File: src/rtl/if_id_pkg.sv
// Shared fetch-path constants and types for the IF/ID pipeline register slice.
package if_id_pkg;

    localparam logic RstEnable  = 1'b1;
    localparam logic ChipEnable = 1'b1;
    localparam logic Stop       = 1'b1;
    localparam logic NoStop     = 1'b0;

    localparam int unsigned InstAddrBus = 32;
    localparam int unsigned InstBus     = 32;

    localparam logic [31:0] ZeroWord = '0;

    // Source of the next id_* value.
    typedef enum logic [1:0] {
        SEL_BUBBLE,
        SEL_HOLD,
        SEL_SKID,
        SEL_RET
    } out_sel_e;

    // Action on the one-entry skid buffer.
    typedef enum logic [1:0] {
        SKID_IDLE,
        SKID_CAPTURE,
        SKID_LOAD,
        SKID_RELEASE
    } skid_op_e;

    typedef struct packed {
        logic [InstAddrBus-1:0] pc;
        logic [InstBus-1:0]     inst;
    } fetch_t;

    function automatic fetch_t bubble();
        fetch_t f;
        f.pc   = ZeroWord;
        f.inst = ZeroWord;
        return f;
    endfunction

endpackage

File: src/rtl/if_skid_buf.sv
// One-entry holding register for a fetch return that ID cannot accept yet.
module if_skid_buf
    import if_id_pkg::*;
(
    input  logic                   clk,
    input  logic                   rst,
    input  logic                   capture,
    input  logic                   release_buf,
    input  logic                   load,
    input  logic [InstAddrBus-1:0] ret_pc,
    input  logic [InstBus-1:0]     ret_inst,
    output logic                   valid,
    output logic [InstAddrBus-1:0] pc,
    output logic [InstBus-1:0]     inst
);

    // capture fills only an empty entry; load replaces whatever is held.
    always_ff @(posedge clk) begin
        if (rst == RstEnable) begin
            valid <= 1'b0;
            pc    <= ZeroWord;
            inst  <= ZeroWord;
        end else if ((capture && !valid) || load) begin
            valid <= 1'b1;
            pc    <= ret_pc;
            inst  <= ret_inst;
        end else if (release_buf) begin
            valid <= 1'b0;
            pc    <= ZeroWord;
            inst  <= ZeroWord;
        end
    end

endmodule

File: src/rtl/if_id.sv
// IF/ID stage register: tracks the 1-cycle instruction-memory request and
// presents fetched instructions to ID, parking a return in a skid entry on stall.
module if_id
    import if_id_pkg::*;
(
    input  logic                   clk,
    input  logic                   rst,
    input  logic [5:0]             stall,
    input  logic                   flush,
    input  logic                   if_ce,
    input  logic [InstAddrBus-1:0] if_pc,
    input  logic [InstBus-1:0]     if_inst,
    output logic [InstAddrBus-1:0] id_pc,
    output logic [InstBus-1:0]     id_inst,
    output logic                   id_valid
);

    logic                   req_valid;
    logic [InstAddrBus-1:0] req_pc;
    logic                   ret_valid;
    fetch_t                 ret;

    logic                   skid_valid;
    logic [InstAddrBus-1:0] skid_pc;
    logic [InstBus-1:0]     skid_inst;
    logic                   skid_capture;
    logic                   skid_release;
    logic                   skid_load;

    out_sel_e               out_sel;
    skid_op_e               skid_op;

    logic                   unused_stall_hi;
    assign unused_stall_hi = &{1'b0, stall[5:3]};

    always_ff @(posedge clk) begin
        if (rst == RstEnable) begin
            req_valid <= 1'b0;
            req_pc    <= ZeroWord;
        end else begin
            req_valid <= (if_ce == ChipEnable) && (stall[0] == NoStop) && !flush;
            req_pc    <= if_pc;
        end
    end

    assign ret_valid = req_valid;
    assign ret.pc    = req_pc;
    assign ret.inst  = if_inst;

    always_comb begin
        out_sel = SEL_BUBBLE;
        skid_op = SKID_IDLE;
        if (flush) begin
            skid_op = SKID_RELEASE;
        end else if (stall[1] == Stop) begin
            out_sel = (stall[2] == Stop) ? SEL_HOLD : SEL_BUBBLE;
            if (ret_valid && !skid_valid) begin
                skid_op = SKID_CAPTURE;
            end
        end else if (skid_valid) begin
            // Drain the skid first to keep program order; the new return takes its slot.
            out_sel = SEL_SKID;
            skid_op = ret_valid ? SKID_LOAD : SKID_RELEASE;
        end else if (ret_valid) begin
            out_sel = SEL_RET;
        end
    end

    assign skid_capture = (skid_op == SKID_CAPTURE);
    assign skid_load    = (skid_op == SKID_LOAD);
    assign skid_release = (skid_op == SKID_RELEASE);

    if_skid_buf u_skid (
        .clk         (clk),
        .rst         (rst),
        .capture     (skid_capture),
        .release_buf (skid_release),
        .load        (skid_load),
        .ret_pc      (ret.pc),
        .ret_inst    (ret.inst),
        .valid       (skid_valid),
        .pc          (skid_pc),
        .inst        (skid_inst)
    );

    always_ff @(posedge clk) begin
        if (rst == RstEnable) begin
            id_pc    <= ZeroWord;
            id_inst  <= ZeroWord;
            id_valid <= 1'b0;
        end else begin
            case (out_sel)
                SEL_HOLD: begin
                    id_pc    <= id_pc;
                    id_inst  <= id_inst;
                    id_valid <= id_valid;
                end
                SEL_SKID: begin
                    id_pc    <= skid_pc;
                    id_inst  <= skid_inst;
                    id_valid <= 1'b1;
                end
                SEL_RET: begin
                    id_pc    <= ret.pc;
                    id_inst  <= ret.inst;
                    id_valid <= 1'b1;
                end
                default: begin
                    id_pc    <= bubble().pc;
                    id_inst  <= bubble().inst;
                    id_valid <= 1'b0;
                end
            endcase
        end
    end

    // A second return while the skid is occupied and IF is stalled would be lost.
    a_no_skid_overrun: assert property (@(posedge clk) disable iff (rst == RstEnable)
        !(ret_valid && skid_valid && (stall[1] == Stop) && !flush))
        else $error("if_id: return arrived while skid buffer full and IF stalled");

endmodule

File: config.mk
export PLATFORM = sky130hd
export DESIGN_NAME = if_id
export DESIGN_NICKNAME = d
export VERILOG_FILES = /design/src/rtl/if_id_pkg.sv /design/src/rtl/if_skid_buf.sv /design/src/rtl/if_id.sv
export SDC_FILE = /design/constraint.sdc
export NUM_CORES = 1
export LEC_CHECK = 0
export CORE_UTILIZATION = 44
export DETAILED_ROUTE_END_ITERATION = 10
export PLACE_DENSITY = 0.76
export SYNTH_ARGS = -nofsm -noshare
export SYNTH_HDL_FRONTEND = slang
export SYNTH_SLANG_ARGS = --single-unit
File: constraint.sdc
create_clock -name clk -period 1.4 [get_ports clk]
set_clock_uncertainty 0.05 [all_clocks]
set_input_delay 0.42 -clock clk [delete_from_list [all_inputs] [get_ports clk]]
set_output_delay 0.42 -clock clk [all_outputs]
set_load 0.02 [all_outputs]
==> After elaboration in Yosys (flattened, before gate mapping) <==
Cells that the tools add are included.
W data, S select, Z words.
{ "op_classes": {"eq_ne": 6, "muxes": 18, "n_bitwise": 1, "n_reduce_logical": 9} }
{ "op_table": {"columns": ["operator", "count"], "rows": [
  ["$pmux W32 S3", 2],
  ["$mux W32", 3],
  ["$mux W2", 7],
  ["$eq A2 B2 Y1 const B", 4],
  ["$mux W1", 5],
  ["$eq A2 B1 Y1 const B", 2],
  ["$logic_and A1 B1 Y1", 4],
  ["$logic_not A1 Y1", 2],
  ["$pmux W1 S2", 1],
  ["$reduce_bool A2 Y1", 1],
  ["$reduce_or A2 Y1", 1],
  ["$logic_or A1 B1 Y1", 1],
  ["$not A1 Y1", 1]
]} }
{ "totals": {"register_bits": 163, "input_bits": 74, "output_inout_bits": 65, "elab_cells": 42} }

==> Depth between registers and ports, before layout <==
Gate-level depths: netlist (run 1).
{ "depth": {"ltp_word": 9, "depth_mapped": 6, "ltp_nobuf": 3} }

==> Hierarchy <==
From an unflattened synthesis (run 1), not the netlist that was laid out.
{ "unflattened": {"hier_cells": 676, "area_unflattened_um2": 7322.0} }
{ "modules_own_cells": {"columns": ["module", "instances", "cells_per_inst", "area_each_um2", "seq_area_each_um2"], "rows": [
  ["if_id", 1, 373, 4491.8, 1961.9],
  ["if_skid_buf", 1, 303, 2830.2, 1301.2]
]} }

==> Least setup slack after synthesis (run 1) <==
No wires, ideal clock.
{ "synth_path": {"path_kind": "input-to-reg", "from": "input port stall[1]", "to": "register u_skid.inst[10]", "setup_time_ns": 0.117, "t_arrival_ns": 1.312, "required_time_ns": 1.233, "setup_slack_ns": -0.079, "path_stages": 6, "n_path_buf": 3, "cell_sequence": "buf_6 -> xor2_1 -> and3_1 -> buf_6 -> buf_6 -> a22o_1"} }
{ "synth_via": {"elab_chain_cells": 6, "elab_cells_between_ends": 9, "classes_between": "3 x eq/ne; 3 x mux; 3 x reduce/logical"} }
{ "synth_rtl": {"columns": ["item", "line_no", "rtl"], "rows": [
  ["start, declared", "if_id.sv:8", "input logic [5:0] stall,"],
  ["$mux W2 (*)", "if_id.sv:55", "end else if (stall[1] == Stop) begin"],
  ["$mux W2 (*)", "if_id.sv:53", "if (flush) begin"],
  ["$eq A2 B1 Y1", "if_id.sv:69", "assign skid_capture = (skid_op == SKID_CAPTURE);"],
  ["$logic_and A1 B1 Y1", "if_skid_buf.sv:23", "end else if ((capture && !valid) || load) begin"],
  ["$logic_or A1 B1 Y1", "if_skid_buf.sv:23", null],
  ["$mux W32 / $reduce_bool A2 Y1 (equally long branches)", null, null],
  ["end signal, assigned", "if_skid_buf.sv:22", "inst <= ZeroWord;"],
  ["end signal, assigned", "if_skid_buf.sv:26", "inst <= ret_inst;"],
  ["end signal, assigned", "if_skid_buf.sv:30", "inst <= ZeroWord;"],
  ["end, declared", "if_skid_buf.sv:14", "output logic [InstBus-1:0] inst"]
]} }
Every way passes the cells marked *; elsewhere a longest branch is shown, timed or not.
A chain may end at the register's enable or synchronous reset.

==> Final worst setup path (run 1) <==
{ "layout_path": {"from": "register id_pc[30]", "to": "output port id_pc[30]"} }
{ "layout_rtl": {"columns": ["item", "line_no", "rtl"], "rows": [
  ["start, declared", "if_id.sv:13", "output logic [InstAddrBus-1:0] id_pc,"],
  ["start signal, assigned", "if_id.sv:88", "id_pc <= ZeroWord;"],
  ["start signal, assigned", "if_id.sv:94", "id_pc <= id_pc;"],
  ["start signal, assigned", "if_id.sv:99", "id_pc <= skid_pc;"]
]} }
No word-level cell between the ends.

==> flow_metrics.tcl, run 1 <==
set metrics [dict create \
    status "finished, final reports clean" \
    clk_pin_slew_ns 0.06 \
    fin_util_pct 64.11 \
    avgSynthCellArea_sq_um 10.66 \
    finalPower_mw 9.994 \
    critPathBufInv 1 \
    drive_gt1_share_pct 27.31 \
    synth_seq_cells 163 \
    final_area_sq_mm 0.007732 \
    fin_crit_sh_pct 97.40 \
    grt_pass1_wl_mm 21.36 \
    grt_start_max_net_pins 44 \
    antenna_found_initial 1 \
    cp_top_family "flip-flops" \
    path_cells "buf_2" \
    syn-num-nets 588 \
    timing.hold.ws_ns 0.3363 \
    p_per_area_mw_per_mm2 1292 \
    clk_latency_ns 0.41 \
    hold_path.startpoint "stall[1]" \
    rrSetupSlack_ns 0.05 \
    nets 731 \
    ys_warn_count 0 \
    portBuffers 135 \
    hold_violations 0 \
    netlist_instances 514 \
    drc 0 \
    reg2reg_depth 4 \
    cp-start-kind "flop" \
    coreArea_sq_mm 0.01206 \
    initial_utilization_pct 45.43 \
    path_class "reg2out" \
    rows 40 \
    cts_tree "done" \
    hold_depth 3 \
    syn_area_sq_mm 0.005479 \
    period_minus_slack_ns 1.364 \
    grt_use_met2_pct 34.31 \
    max_freq_mhz 733.4 \
    wirelength_mm 13.73 \
    avgViaCountPerCell 5.309 \
    finalMaxSlewViolations 0 \
    p_leak_nw 2.970 \
    slew_headroom_pct 76.81 \
    top_usage_layer "met2" \
    tightest_slew_ns 0.3391 \
    design.die.area_sq_mm 0.01290 \
    grt_pass1_vias 4254 \
    vias 4454 \
    worstPathArrival_ns 0.89 \
    critPathMaxFanout 2 \
    finalSetupTns_ns 0 \
    area_growth_pct 41.13 \
    cp.depth 1 \
    min_to "u_skid.valid" \
    first_pass_iters 5 \
    drt-initial-drc-count 468 \
    routabilityCongestion 0.7387 \
    required_ns 0.93 \
    dpl.hpwl_mm 8.724 \
    end_kind "output pin" \
    cts_num_sinks 163 \
    overflow 0 \
    cts_max_path_buffers 2 \
    finalSetupViolations 0 \
    hold_buffers 0 \
    cpMaxStageDelayCell "dfxtp_1" \
    die_y_um 113.6 \
    clockRootBuffer "clkbuf_16" \
    vdd_drop_max_mv 0.8366 \
    cts-htree-levels 4 \
    rr_endpoint "u_skid.pc[31]" \
    numCtsBuffers 17 \
    dpl_cell_area_sq_mm 0.007037 \
    rr_startpoint "u_skid.valid" \
    fp.dieW_um 113.6 \
    grt_use_met3_pct 6.323 \
    io_pins 139 \
    grt_usage_pct 21.45 \
    antenna_left 0 \
    seq_area_frac_synth_pct 59.56 \
    post_drt_wl_per_cell_um 16.36 \
    gr-usage-met1_pct 27.28 \
    drv_cap 0 \
    yosys.cell_types.count 26 \
    cpPeakStageDelay_ns 0.32 \
    worstHoldPathType "in2reg" \
]
-- how the worst max path moves through the flow --
stage | endpoint | from
floorplan | u_skid.inst[0] | stall[1]
global placement | id_inst[21] | flush
detailed placement | id_pc[31] | stall[1]
CTS | id_pc[29] | id_pc[29]
global route | id_inst[31] | id_inst[31]
finish | id_pc[30] | id_pc[30]
-- logic make-up (layout without fill, tap and decap cells) --
logic type / Yosys count / in the layout / share of synthesized area [%]
compound gates: 197 / 197 / 25.51
xor+xnor: 1 / 1 / 0.1599
buf+inv: 53 / 209 / 5.686
flops: 163 / 163 / 59.56
other cells: 0 / 1 / 0
simple gates: 100 / 100 / 9.089
-- through the flow --
step	instances	worst slack, ns
2_1_floorplan	514	-0.02018
5_1_grt	839	-0.008511
3_5_place_dp	798	-0.6281
4_1_cts	834	0.0002662
3_3_place_gp	798	-0.5740
6_report	839	0.03640
-- worst register-to-register path: cells and delay by family, from the launching register on --
family | cells | cell delay, ns
DFF | 1 | 0.39
buffers and inverters | 1 | 0.18
and+or+nand+nor | 1 | 0.21
AOI/OAI and AO/OA | 1 | 0.24
xor gates and xnor gates | 1 | 0.17
-- state kept, by name (all words and copies together), names as in the netlist --
register / count
id_inst: 32
req_valid: 1
id_pc: 32
req_pc: 32
u_skid.inst: 32
u_skid.pc: 32
id_valid: 1
u_skid.valid: 1
-- cells in the final DEF (no fill, tap or decap), types with 2 or more instances in the layout --
cell / n
nor2b_1: 32
dfxtp_1: 120
a22o_1: 64
buf_2: 4
o21ai_0: 33
dlygate4sd2_1: 2
inv_6: 3
buf_4: 70
nand2_1: 57
clkdlybuf4s50_1: 66
buf_8: 2
clkbuf_16: 18
buf_12: 6
dfxtp_2: 42
o21ai_1: 33
inv_1: 8
buf_6: 16
a22oi_1: 64
clkinvlp_4: 3
bufinv_16: 3
clkinv_4: 4
-- where the power goes --
part / switching, mW / internal [mW] / total, mW
Combinational: 0.211 / 0.284 / 0.495
Sequential: 0.0355 / 4.70 / 4.74
Clock: 1.89 / 2.88 / 4.76
Total: 2.13 / 7.86 / 9.99
-- synthesized netlist by cell type, drive strengths merged --
master / count / area [sq um]
o211a: 1 / 10.01
nand2: 57 / 214.0
nand2b: 1 / 6.260
nor4b: 2 / 23.77
clkbuf: 9 / 33.78
dfxtp: 163 / 3263
nor2: 2 / 10.01
a2111oi: 1 / 8.760
nand3: 1 / 5.000
or3: 1 / 11.26
and3: 1 / 6.260
a22o: 64 / 560.5
a21boi: 1 / 7.510
inv: 8 / 30.03
buf: 36 / 247.7
nor4bb: 1 / 10.01
nor3: 1 / 5.000
a22oi: 64 / 480.5
o21ai: 66 / 330.3
xor2: 1 / 8.760
nor2b: 33 / 206.5
-- area by class of cell --
| class | instances | area [sq um] |
|---|---|---|
| repair buffers | 169 | 1617 |
| fillers | 947 | 4329 |
| clock buffers | 18 | 439.2 |
| flip-flops and latches | 163 | 3319 |
| inverters | 8 | 30.03 |
| well taps | 168 | 210.2 |
| multi-input cells | 298 | 1936 |
| diodes | 1 | 2.502 |
| clock inverters | 14 | 178.9 |
-- layer usage --
| metal | vias to the layer above | part of all wire (%) |
|---|---|---|
| met2 | 170 | 47 |
| met5 | - | 0 |
| met4 | 0 | 1.2 |
| met1 | 2124 | 44 |
| met3 | 15 | 7.6 |
| li1 | 2145 | - |
-- timing repair --
item	in CTS	in global routing
pin swaps	1	1
setup buffers	2	3
endpoints found under the setup margin	193	141
cloned	2	1
resized for setup	313	84
No activity file was read; power rests on OpenSTA's default activity.
==> run 2: changes to the inputs <==
--- a/config.mk
+++ b/config.mk
@@ -6,8 +6,10 @@
 export NUM_CORES = 1
 export LEC_CHECK = 0
 export CORE_UTILIZATION = 44
+export CTS_BUF_LIST = sky130_fd_sc_hd__clkbuf_16
 export DETAILED_ROUTE_END_ITERATION = 10
 export PLACE_DENSITY = 0.76
+export RECOVER_POWER = 50
 export SYNTH_ARGS = -nofsm -noshare
 export SYNTH_HDL_FRONTEND = slang
 export SYNTH_SLANG_ARGS = --single-unit
==> run 2 against run 1 <==
Combinational power fell by 1%; non-clock buffer count did not move; die area did not move; design area fell by 0.18%; setup slack got worse by 0.0042 ns; cell count did not move; wire length barely moved; critical endpoint unchanged.
==> flow_metrics.tcl, run 2 (synthesized netlist as in run 1, its figures left out) <==
set metrics [dict create \
    worstHoldPathType "in2reg" \
    initial_utilization_pct 45.43 \
    clockRootBuffer "clkbuf_16" \
    layout.area.seq_sq_mm 0.003319 \
    first_pass_iters 5 \
    clk_pin_slew_ns 0.06 \
    design.die.area_sq_mm 0.01290 \
    clk_latency_ns 0.42 \
    cpPeakStageDelay_ns 0.32 \
    hold_violations 0 \
    slew_headroom_pct 64.48 \
    fill_cells 951 \
    grt_start_max_net_pins 44 \
    p_leak_nw 2.963 \
    final_cell_mix "120 x dfxtp_1, 69 x buf_4, 64 x a22o_1, 64 x a22oi_1, 57 x nand2_1" \
    finalSetupViolations 0 \
    hold_path.startpoint "stall[1]" \
    cpMaxStageDelayCell "dfxtp_1" \
    finalMaxSlewViolations 0 \
    place_ws_ns -0.6281 \
    numCtsBuffers 17 \
    worstPathArrival_ns 0.90 \
    finalSetupTns_ns 0 \
    die_y_um 113.6 \
    routabilityCongestion 0.7387 \
    dpl.cell_count 798 \
    period_minus_slack_ns 1.368 \
    antenna_found_initial 1 \
    critPathLaunch "id_pc[30]" \
    portBuffers 135 \
    grt_pass1_wl_mm 21.37 \
    p_per_area_mw_per_mm2 1287 \
    area_growth_pct 40.88 \
    dpl.hpwl_mm 8.724 \
    path_class "reg2out" \
    fin_crit_sh_pct 97.70 \
    end_kind "output pin" \
    cp-start-kind "flop" \
    tightest_slew_ns 0.5327 \
    coreArea_sq_mm 0.01206 \
    avgViaCountPerCell 5.303 \
    grt_pass1_vias 4254 \
    status "finished, final reports clean" \
    final_cells 839 \
    layout_commonest_cell "dfxtp_1" \
    drt-initial-drc-count 483 \
    cts_num_sinks 163 \
    critPathBufInv 1 \
    fp.dieW_um 113.6 \
    path_cells "buf_2" \
    antenna_left 0 \
    drive_gt1_share_pct 27.01 \
    critPathMaxFanout 2 \
    worst_slack_ns 0.03222 \
    max_freq_mhz 731.1 \
    vias 4449 \
    cts_max_path_buffers 2 \
    rr_startpoint "u_skid.valid" \
    required_ns 0.93 \
    io_pins 139 \
    vdd_drop_max_mv 0.8365 \
    cts-htree-levels 4 \
    overflow 0 \
    cts_tree "done" \
    wirelength_mm 13.72 \
    post_drt_wl_per_cell_um 16.35 \
    rows 40 \
    cp_top_family "flip-flops" \
    drv_cap 0 \
    grt_usage_pct 21.46 \
    multi_input_area_sq_mm 0.001936 \
    nets 731 \
    drc 0 \
]
-- run 2: changes by cell type in the layout (fill, tap and decap cells not counted), sizes merged --
cell	previous run	this run
clkdlybuf4s50	66	56
dlygate4sd3	0	10
buf	98	96
clkbuf	20	21
clkinv	5	6
-- run 2: stage by stage --
| stage | cell area (sq um) | hold slack, ns | util (%) | total power [mW] |
|---|---|---|---|---|
| after floorplan | 5522 | 0.3930 | - | 5.017 |
| after global placement | 7037 | 0.3852 | 58.34 | 5.296 |
| after detailed placement | 7037 | 0.3922 | 58.34 | 5.310 |
| after CTS | 7496 | 0.3686 | 62.15 | 9.991 |
| after global routing | 7719 | 0.3418 | 63.99 | 10.28 |
| final | 7719 | 0.3326 | 63.99 | 9.935 |
-- run 2: report_power, final --
part / leakage, nW / total [mW] / internal (mW) / switching (mW)
registers: 1.34 / 4.74 / 4.70 / 0.0355
logic: 1.33 / 0.488 / 0.277 / 0.210
clock network: 0.288 / 4.71 / 2.82 / 1.89
total: 2.96 / 9.94 / 7.80 / 2.14
-- run 2: area by class of cell --
| class | count | share of cell area [%] |
|---|---|---|
| Clock inverter | 15 | 2.367 |
| Timing Repair Buffer | 169 | 20.89 |
| Clock buffer | 17 | 5.511 |
| Antenna cell | 1 | 0.03242 |
| Multi-Input combinational cell | 298 | 25.08 |
| Tap cell | 168 | 2.723 |
| Inverter | 8 | 0.3890 |
| Sequential cell | 163 | 43.01 |
-- run 2: worst paths after layout --
kind	endpoint	slack, ns	depth (start not counted)
max	id_pc[30]	0.03	1
min	u_skid.valid	0.33	3
max reg2reg	u_skid.inst[31]	0.04	4
min reg2reg	id_inst[28]	0.40	2
-- run 2: per-layer routing --
metal  wire [um]  share of wire, %  track usage (%)  vias up
met3        1048               7.6            6.323       14
met1        6039                44            27.31     2113
li1            -                 -                -     2144
met5           0                 0                0        -
met4         146               1.1            8.333        0
met2        6481                47            34.31      178
-- run 2: timing repair --
item / CTS / global route
resized for setup: 313 / 84
pin swaps: 1 / 1
setup endpoints to repair: 193 / 141
setup buffers: 2 / 3
cloned: 2 / 1
hold buffers: 0 / 0
==> run 3: changes to the inputs <==
--- a/config.mk
+++ b/config.mk
@@ -7,6 +7,7 @@
 export LEC_CHECK = 0
 export CORE_UTILIZATION = 44
 export CTS_BUF_LIST = sky130_fd_sc_hd__clkbuf_16
+export CTS_CLUSTER_SIZE = 40
 export DETAILED_ROUTE_END_ITERATION = 10
 export PLACE_DENSITY = 0.76
 export RECOVER_POWER = 50
==> results of run 3 <==
No change in the layout: final DEF, timing and power equal those of run 2.
